==> src/rtl/lsu_mem.sv <==
// lsu_mem: single-outstanding load/store unit between exe_mem and a word-wide data bus.
// Optional feature macro: LSU_MISALIGN_TRAP_EN (trap misaligned accesses instead of aligning them down).
module lsu_mem (
  input  logic        clk_i,
  input  logic        rst_n_i,
  input  logic [3:0]  mem_op_i,
  input  logic        mem_we_i,
  input  logic [31:0] mem_addr_i,
  input  logic [31:0] mem_data_i,
  input  logic [4:0]  reg_waddr_i,
  input  logic        reg_we_i,
  input  logic [31:0] reg_wdata_i,
  output logic [4:0]  reg_waddr_o,
  output logic        reg_we_o,
  output logic [31:0] reg_wdata_o,
  output logic        stall_req_o,
  output logic        bus_req_o,
  output logic        bus_we_o,
  output logic [31:0] bus_addr_o,
  output logic [31:0] bus_wdata_o,
  output logic [3:0]  bus_be_o,
  input  logic        bus_ack_i,
  input  logic [31:0] bus_rdata_i,
  output logic        bus_err_o
`ifdef LSU_MISALIGN_TRAP_EN
  ,
  output logic        misalign_o
`endif
);

  localparam logic [3:0] OP_LB  = 4'd1;
  localparam logic [3:0] OP_LH  = 4'd2;
  localparam logic [3:0] OP_LW  = 4'd3;
  localparam logic [3:0] OP_LBU = 4'd4;
  localparam logic [3:0] OP_LHU = 4'd5;
  localparam logic [3:0] OP_SB  = 4'd6;
  localparam logic [3:0] OP_SH  = 4'd7;
  localparam logic [3:0] OP_SW  = 4'd8;

  typedef enum logic [1:0] {S_IDLE, S_WAIT, S_DONE} state_e;

  state_e      state_q, state_d;
  logic [7:0]  cnt_q, cnt_d;
  logic [3:0]  op_q, op_d;
  logic [1:0]  off_q, off_d;
  logic [31:0] addr_q, addr_d;
  logic [31:0] wdata_q, wdata_d;
  logic [31:0] result_q, result_d;
  logic [3:0]  be_q, be_d;
  logic [4:0]  waddr_q, waddr_d;
  logic        we_q, we_d;
  logic        rwe_q, rwe_d;
  logic        ok_q, ok_d;

  logic        is_byte, is_half, is_word, op_valid;
  logic [1:0]  off;
  logic [31:0] lane;
  logic [7:0]  cnt_inc;
`ifdef LSU_MISALIGN_TRAP_EN
  logic        misaligned;
`endif

  // Request decode; the lane offset drops address bits below the access size.
  always_comb begin
    is_byte  = (mem_op_i == OP_LB) || (mem_op_i == OP_LBU) || (mem_op_i == OP_SB);
    is_half  = (mem_op_i == OP_LH) || (mem_op_i == OP_LHU) || (mem_op_i == OP_SH);
    is_word  = (mem_op_i == OP_LW) || (mem_op_i == OP_SW);
    op_valid = is_byte || is_half || is_word;
    off      = is_byte ? mem_addr_i[1:0] : (is_half ? {mem_addr_i[1], 1'b0} : 2'b00);
`ifdef LSU_MISALIGN_TRAP_EN
    misaligned = (is_half && mem_addr_i[0]) || (is_word && (mem_addr_i[1:0] != 2'b00));
`endif
  end

  assign lane    = bus_rdata_i >> {off_q, 3'b000};
  assign cnt_inc = cnt_q + 8'd1;

  assign bus_addr_o  = addr_q;
  assign bus_we_o    = we_q;
  assign bus_be_o    = be_q;
  assign bus_wdata_o = wdata_q;

  always_comb begin
    state_d     = state_q;
    cnt_d       = cnt_q;
    op_d        = op_q;
    off_d       = off_q;
    addr_d      = addr_q;
    wdata_d     = wdata_q;
    result_d    = result_q;
    be_d        = be_q;
    waddr_d     = waddr_q;
    we_d        = we_q;
    rwe_d       = rwe_q;
    ok_d        = ok_q;
    stall_req_o = 1'b0;
    bus_req_o   = 1'b0;
    bus_err_o   = 1'b0;
    reg_waddr_o = 5'd0;
    reg_we_o    = 1'b0;
    reg_wdata_o = 32'd0;
`ifdef LSU_MISALIGN_TRAP_EN
    misalign_o  = 1'b0;
`endif

    case (state_q)
      S_IDLE: begin
        // IDLE outputs follow the inputs combinationally, so they are gated by reset.
        if (rst_n_i) begin
          if (!op_valid) begin
            reg_waddr_o = reg_waddr_i;
            reg_we_o    = reg_we_i;
            reg_wdata_o = reg_wdata_i;
`ifdef LSU_MISALIGN_TRAP_EN
          end else if (misaligned) begin
            misalign_o  = 1'b1;
`endif
          end else begin
            stall_req_o = 1'b1;
            op_d        = mem_op_i;
            off_d       = off;
            addr_d      = {mem_addr_i[31:2], 2'b00};
            we_d        = mem_we_i;
            waddr_d     = reg_waddr_i;
            rwe_d       = reg_we_i;
            ok_d        = 1'b0;
            result_d    = 32'd0;
            cnt_d       = 8'd0;
            be_d        = is_byte ? (4'b0001 << off) : (is_half ? (4'b0011 << off) : 4'b1111);
            wdata_d     = !mem_we_i ? 32'd0 :
                          is_byte   ? {4{mem_data_i[7:0]}} :
                          is_half   ? {2{mem_data_i[15:0]}} : mem_data_i;
            state_d     = S_WAIT;
          end
        end
      end

      S_WAIT: begin
        bus_req_o   = 1'b1;
        stall_req_o = 1'b1;
        cnt_d       = cnt_inc;
        if (bus_ack_i) begin
          ok_d    = 1'b1;
          cnt_d   = 8'd0;
          state_d = S_DONE;
          case (op_q)
            OP_LB:   result_d = {{24{lane[7]}}, lane[7:0]};
            OP_LH:   result_d = {{16{lane[15]}}, lane[15:0]};
            OP_LBU:  result_d = {24'd0, lane[7:0]};
            OP_LHU:  result_d = {16'd0, lane[15:0]};
            default: result_d = lane;
          endcase
        end else if (cnt_inc == 8'hFF) begin
          // Error flags in the 255th unacknowledged WAIT cycle; the request drops in DONE.
          bus_err_o = 1'b1;
          ok_d      = 1'b0;
          cnt_d     = 8'd0;
          state_d   = S_DONE;
        end
      end

      S_DONE: begin
        reg_waddr_o = we_q ? 5'd0 : waddr_q;
        reg_we_o    = ok_q && rwe_q && !we_q;
        reg_wdata_o = result_q;
        state_d     = S_IDLE;
      end

      default: state_d = S_IDLE;
    endcase
  end

  always_ff @(posedge clk_i or negedge rst_n_i) begin
    if (!rst_n_i) begin
      state_q  <= S_IDLE;
      cnt_q    <= 8'd0;
      op_q     <= 4'd0;
      off_q    <= 2'd0;
      addr_q   <= 32'd0;
      wdata_q  <= 32'd0;
      result_q <= 32'd0;
      be_q     <= 4'd0;
      waddr_q  <= 5'd0;
      we_q     <= 1'b0;
      rwe_q    <= 1'b0;
      ok_q     <= 1'b0;
    end else begin
      state_q  <= state_d;
      cnt_q    <= cnt_d;
      op_q     <= op_d;
      off_q    <= off_d;
      addr_q   <= addr_d;
      wdata_q  <= wdata_d;
      result_q <= result_d;
      be_q     <= be_d;
      waddr_q  <= waddr_d;
      we_q     <= we_d;
      rwe_q    <= rwe_d;
      ok_q     <= ok_d;
    end
  end

endmodule

==> config.mk <==
export PLATFORM = sky130hd
export DESIGN_NAME = lsu_mem
export DESIGN_NICKNAME = d
export VERILOG_FILES = /design/src/rtl/lsu_mem.sv
export SDC_FILE = /design/constraint.sdc
export NUM_CORES = 1
export LEC_CHECK = 0
export ABC_AREA = 1
export CAP_MARGIN = 20
export CORE_AREA = 2 2 119 121
export DETAILED_ROUTE_END_ITERATION = 10
export DIE_AREA = 0 0 121 123
export HOLD_SLACK_MARGIN = 0.12
export PLACE_DENSITY_LB_ADDON = 0.3
export SYNTH_ARGS = -nofsm -noshare
export SYNTH_HDL_FRONTEND = slang
export SYNTH_SLANG_ARGS = --single-unit
==> constraint.sdc <==
create_clock -name clk_i -period 4.8 [get_ports clk_i]
set_clock_uncertainty 0.1 [all_clocks]
set_input_delay 1.44 -clock clk_i [delete_from_list [all_inputs] [get_ports clk_i]]
set_output_delay 1.44 -clock clk_i [all_outputs]
set_load 0.01 [all_outputs]
==> metrics.md <==
| Metric | Value |
|---|---|
| Status | `finished, final reports clean` |
| Final setup TNS | `0 ns` |
| Pwr dens | `509.9 nW/um^2` |
| Worst R2R Start | `off_q[1]` |
| Crit end category | `primary output` |
| Hold EP | `bus_addr_o[9]` |
| Yosys top cell area share | `roughly 47%` |
| Initial Util | `47.40%` |
| Layout area overhead | `50.73%` |
| Post-DR vias/cell | `between 5 and 6` |
| Worst EP required | `between 3 and 4 ns` |
| Yosys warnings | `0` |
| Clk slew on worst S/H paths | `0.06 ns` |
| Critical Path Source Type | `input pin` |
| Die height | `123 um` |
| Share of layout cells above drive strength 1 | `8.253%` |
| Row cnt | `43` |
| Hold crit path type | `reg -> reg` |
| # Max-Cap Violations | `0` |
| Largest net degree at the start of global routing | `89` |
| Total number of vias | `6842` |
| Max IR drop VDD | `0.3091 mV` |
| LEAKAGE | `0.004808 uW` |
| Fin crit share | `between 90 and 100%` |
| Slew Limit Fails | `0` |
| # hold bufs at CTS | `0` |
| RSZ-0062 raised after global routing | `false` |
| Final total power | `4959 uW` |
| R2R cell count | `6` |
| Clk_lat worst skew | `roughly 0.41 ns` |
| Clock tree buffer depth | `2` |
| Io pins | `252` |
| CTS Root Cell | `clkbuf_16` |
| Vias in the first global route | `6444` |
| Total GRT Usage | `between 20% and 30%` |
| Setup violators final | `0` |
| DR iter-0 viols | `448` |
| Die footprint | `between 10000 and 15000 sq um` |
| Initial antenna violation count | `0` |
| Synth area leaders | `dfrtp_1 47%, nand2_1 23%, o21ai_0 6.3%` |
| Worst relative slew slack | `36.70%` |
| Async SR Flop Fraction | `between 90% and 100%` |
| Layout Utilization | `71.45%` |
| Grt ovf | `0` |
| Total CTS buffers | `17` |
| DR WL/cell | `about 16 um` |
| Largest area contributor in the netlist | `dfrtp_1` |
| Register area share after synthesis | `47.31%` |
| Syn Std Cell Area | `6452 sq um` |
| Yosys reg bits | `about 120` |
| FF-to-FF End | `result_q[19]` |
| Worst Path Arrival | `3.12 ns` |
| CTS tree | `done` |
| Hold Path Depth | `2` |
| Max FO, Critical Path | `16` |
| Design Area, Final | `9726 sq um` |
| Antenna Cells | `0` |
| Syn Area/Cell | `around 7.3 sq um` |
| Synth Instances | `881` |
| Die width | `121 um` |
| Antenna-violating nets left | `0` |
| Core area | `13610 sq um` |
| Synth unique cells | `36` |
| Crit path time final | `4.664 ns` |
| Port bufs | `249` |
| WS Path Type | `in -> out` |
| Dpl cell area | `9091 sq um` |
| First-pass GRT wire length | `32420 um` |
| Max Freq | `214.4 MHz` |
| Placer Congestion | `0.8765` |
| Place WS | `-0.1881 ns` |
| Post-DP HPWL | `14280 um` |
| DRT Pass-1 Iters | `6` |
| Number of synthesized flops with an enable pin | `0` |
| Ys flop type | `dfrtp_1` |
| Total clock sinks | `between 100 and 150` |
| Detailed-route DRC error count | `0` |
| Nets | `1270` |
| R2r setup slk | `around 2.2 ns` |
| Final hold viol count | `0` |
| Worst setup margin | `0.1360 ns` |
| Min-Delay Startpoint | `bus_addr_o[9]` |
| Worst-Margin Slew | `0.9495 ns` |
| Htree depth | `4` |
| Final wirelength | `20780 um` |
area by class of cell:
class,count,area (sq um)
clock buffers,17,425.4
flip-flops and latches,122,3053
fillers,1095,3886
well taps,180,225.2
clock inverters,15,211.5
repair buffers,271,2631
inverters,50,192.7
multi-input cells,664,2987
how the worst max path moves through the flow:
| stage | endpoint | depth (start not counted) | startpoint | slack (ns) |
|---|---|---|---|---|
| detailed placement | reg_wdata_o[7] | 10 | mem_op_i[2] | -0.19 |
| floorplan | reg_wdata_o[0] | 8 | mem_op_i[1] | 0.83 |
| finish | reg_wdata_o[8] | 11 | mem_op_i[0] | 0.14 |
| global placement | reg_wdata_o[7] | 10 | mem_op_i[2] | -0.13 |
| global route | reg_wdata_o[13] | 11 | mem_op_i[1] | 0.003 |
| CTS | reg_wdata_o[7] | 11 | mem_op_i[0] | 0.07 |
state kept, by name, indices dropped and copies added, names as in the netlist, 2 cells and up:
name,cells
bus_addr_o,30
state_q,2
off_q,2
waddr_q,5
op_q,4
result_q,32
cnt_q,8
bus_wdata_o,32
bus_be_o,4
worst max-delay path: stages:
cell and delay [ns]:
clkdlybuf4s50_1 0.50, inv_2 0.05, nand3_2 0.07, xor2_2 0.17, inv_2 0.07, nor2_4 0.10
buf_4 0.16, buf_16 0.15, nand3_1 0.07, nand2_1 0.07, dlygate4sd2_1 0.26
where the power goes:
part / leakage [uW] / switching, uW / internal (uW)
Combinational: 0.00292 / 1010 / 867
Clock: 0.000310 / 515 / 880
Sequential: 0.00158 / 282 / 1410
cells by family (layout without fill, tap and decap cells):
family / Yosys count / in the layout / synth area share [%]
simple gates: 499 / 499 / 31.53
compound gates: 160 / 160 / 13.75
buf+inv: 96 / 353 / 6.709
xor+xnor: 1 / 1 / 0.2522
other cells: 1 / 2 / 0.05812
flops: 122 / 122 / 47.31
fa+ha+maj: 2 / 2 / 0.3878
per-stage QoR:
step,hold WS [ns],std cells
after floorplan,0.3420,882
after global placement,0.3572,1283
after detailed placement,0.3601,1283
after CTS,0.3804,1319
after global routing,0.4001,1319
final,0.3779,1319
synthesized netlist by cell type, types with 3 or more instances:
library cell	number
inv_2	9
o21ai_2	10
a21oi_1	32
buf_1	3
inv_1	40
a31oi_1	13
a21boi_0	8
buf_2	21
o21ai_0	81
nand2_2	4
clkbuf_1	14
dfrtp_1	122
buf_6	3
buf_4	5
nand3_1	54
nor2_1	21
o21ai_1	11
nand2_1	403
nand4_1	4
routing by layer:
metal / up-vias / track usage [%] / share of wire (%)
met5: - / 0 / 0
met4: 0 / 7.922 / 1.3
met3: 25 / 8.994 / 10
met2: 309 / 48.14 / 49
met1: 3197 / 33.64 / 40
li1: 3311 / - / -
cells in the final DEF (no fill, tap or decap), drive strengths merged, types with 2 or more instances in the layout:
cell           instances
nand2                409
clkdlybuf4s50        209
dfrtp                122
o21ai                102
nand3                 56
inv                   56
dlygate4sd2           36
a21oi                 32
nor2                  24
buf                   23
clkbuf                20
a31oi                 13
a21boi                 8
nand4                  5
bufinv                 4
clkinv                 4
o21bai                 2
o21a                   2
nand3b                 2
ha                     2
conb                   2
nor3                   2
what timing repair did:
item	CTS	global route
pin swaps	0	0
gates resized for setup	43	7
buffers inserted	3	0
cloned	1	0
setup endpoints to repair	38	3
(Power assumes the default switching activity.)
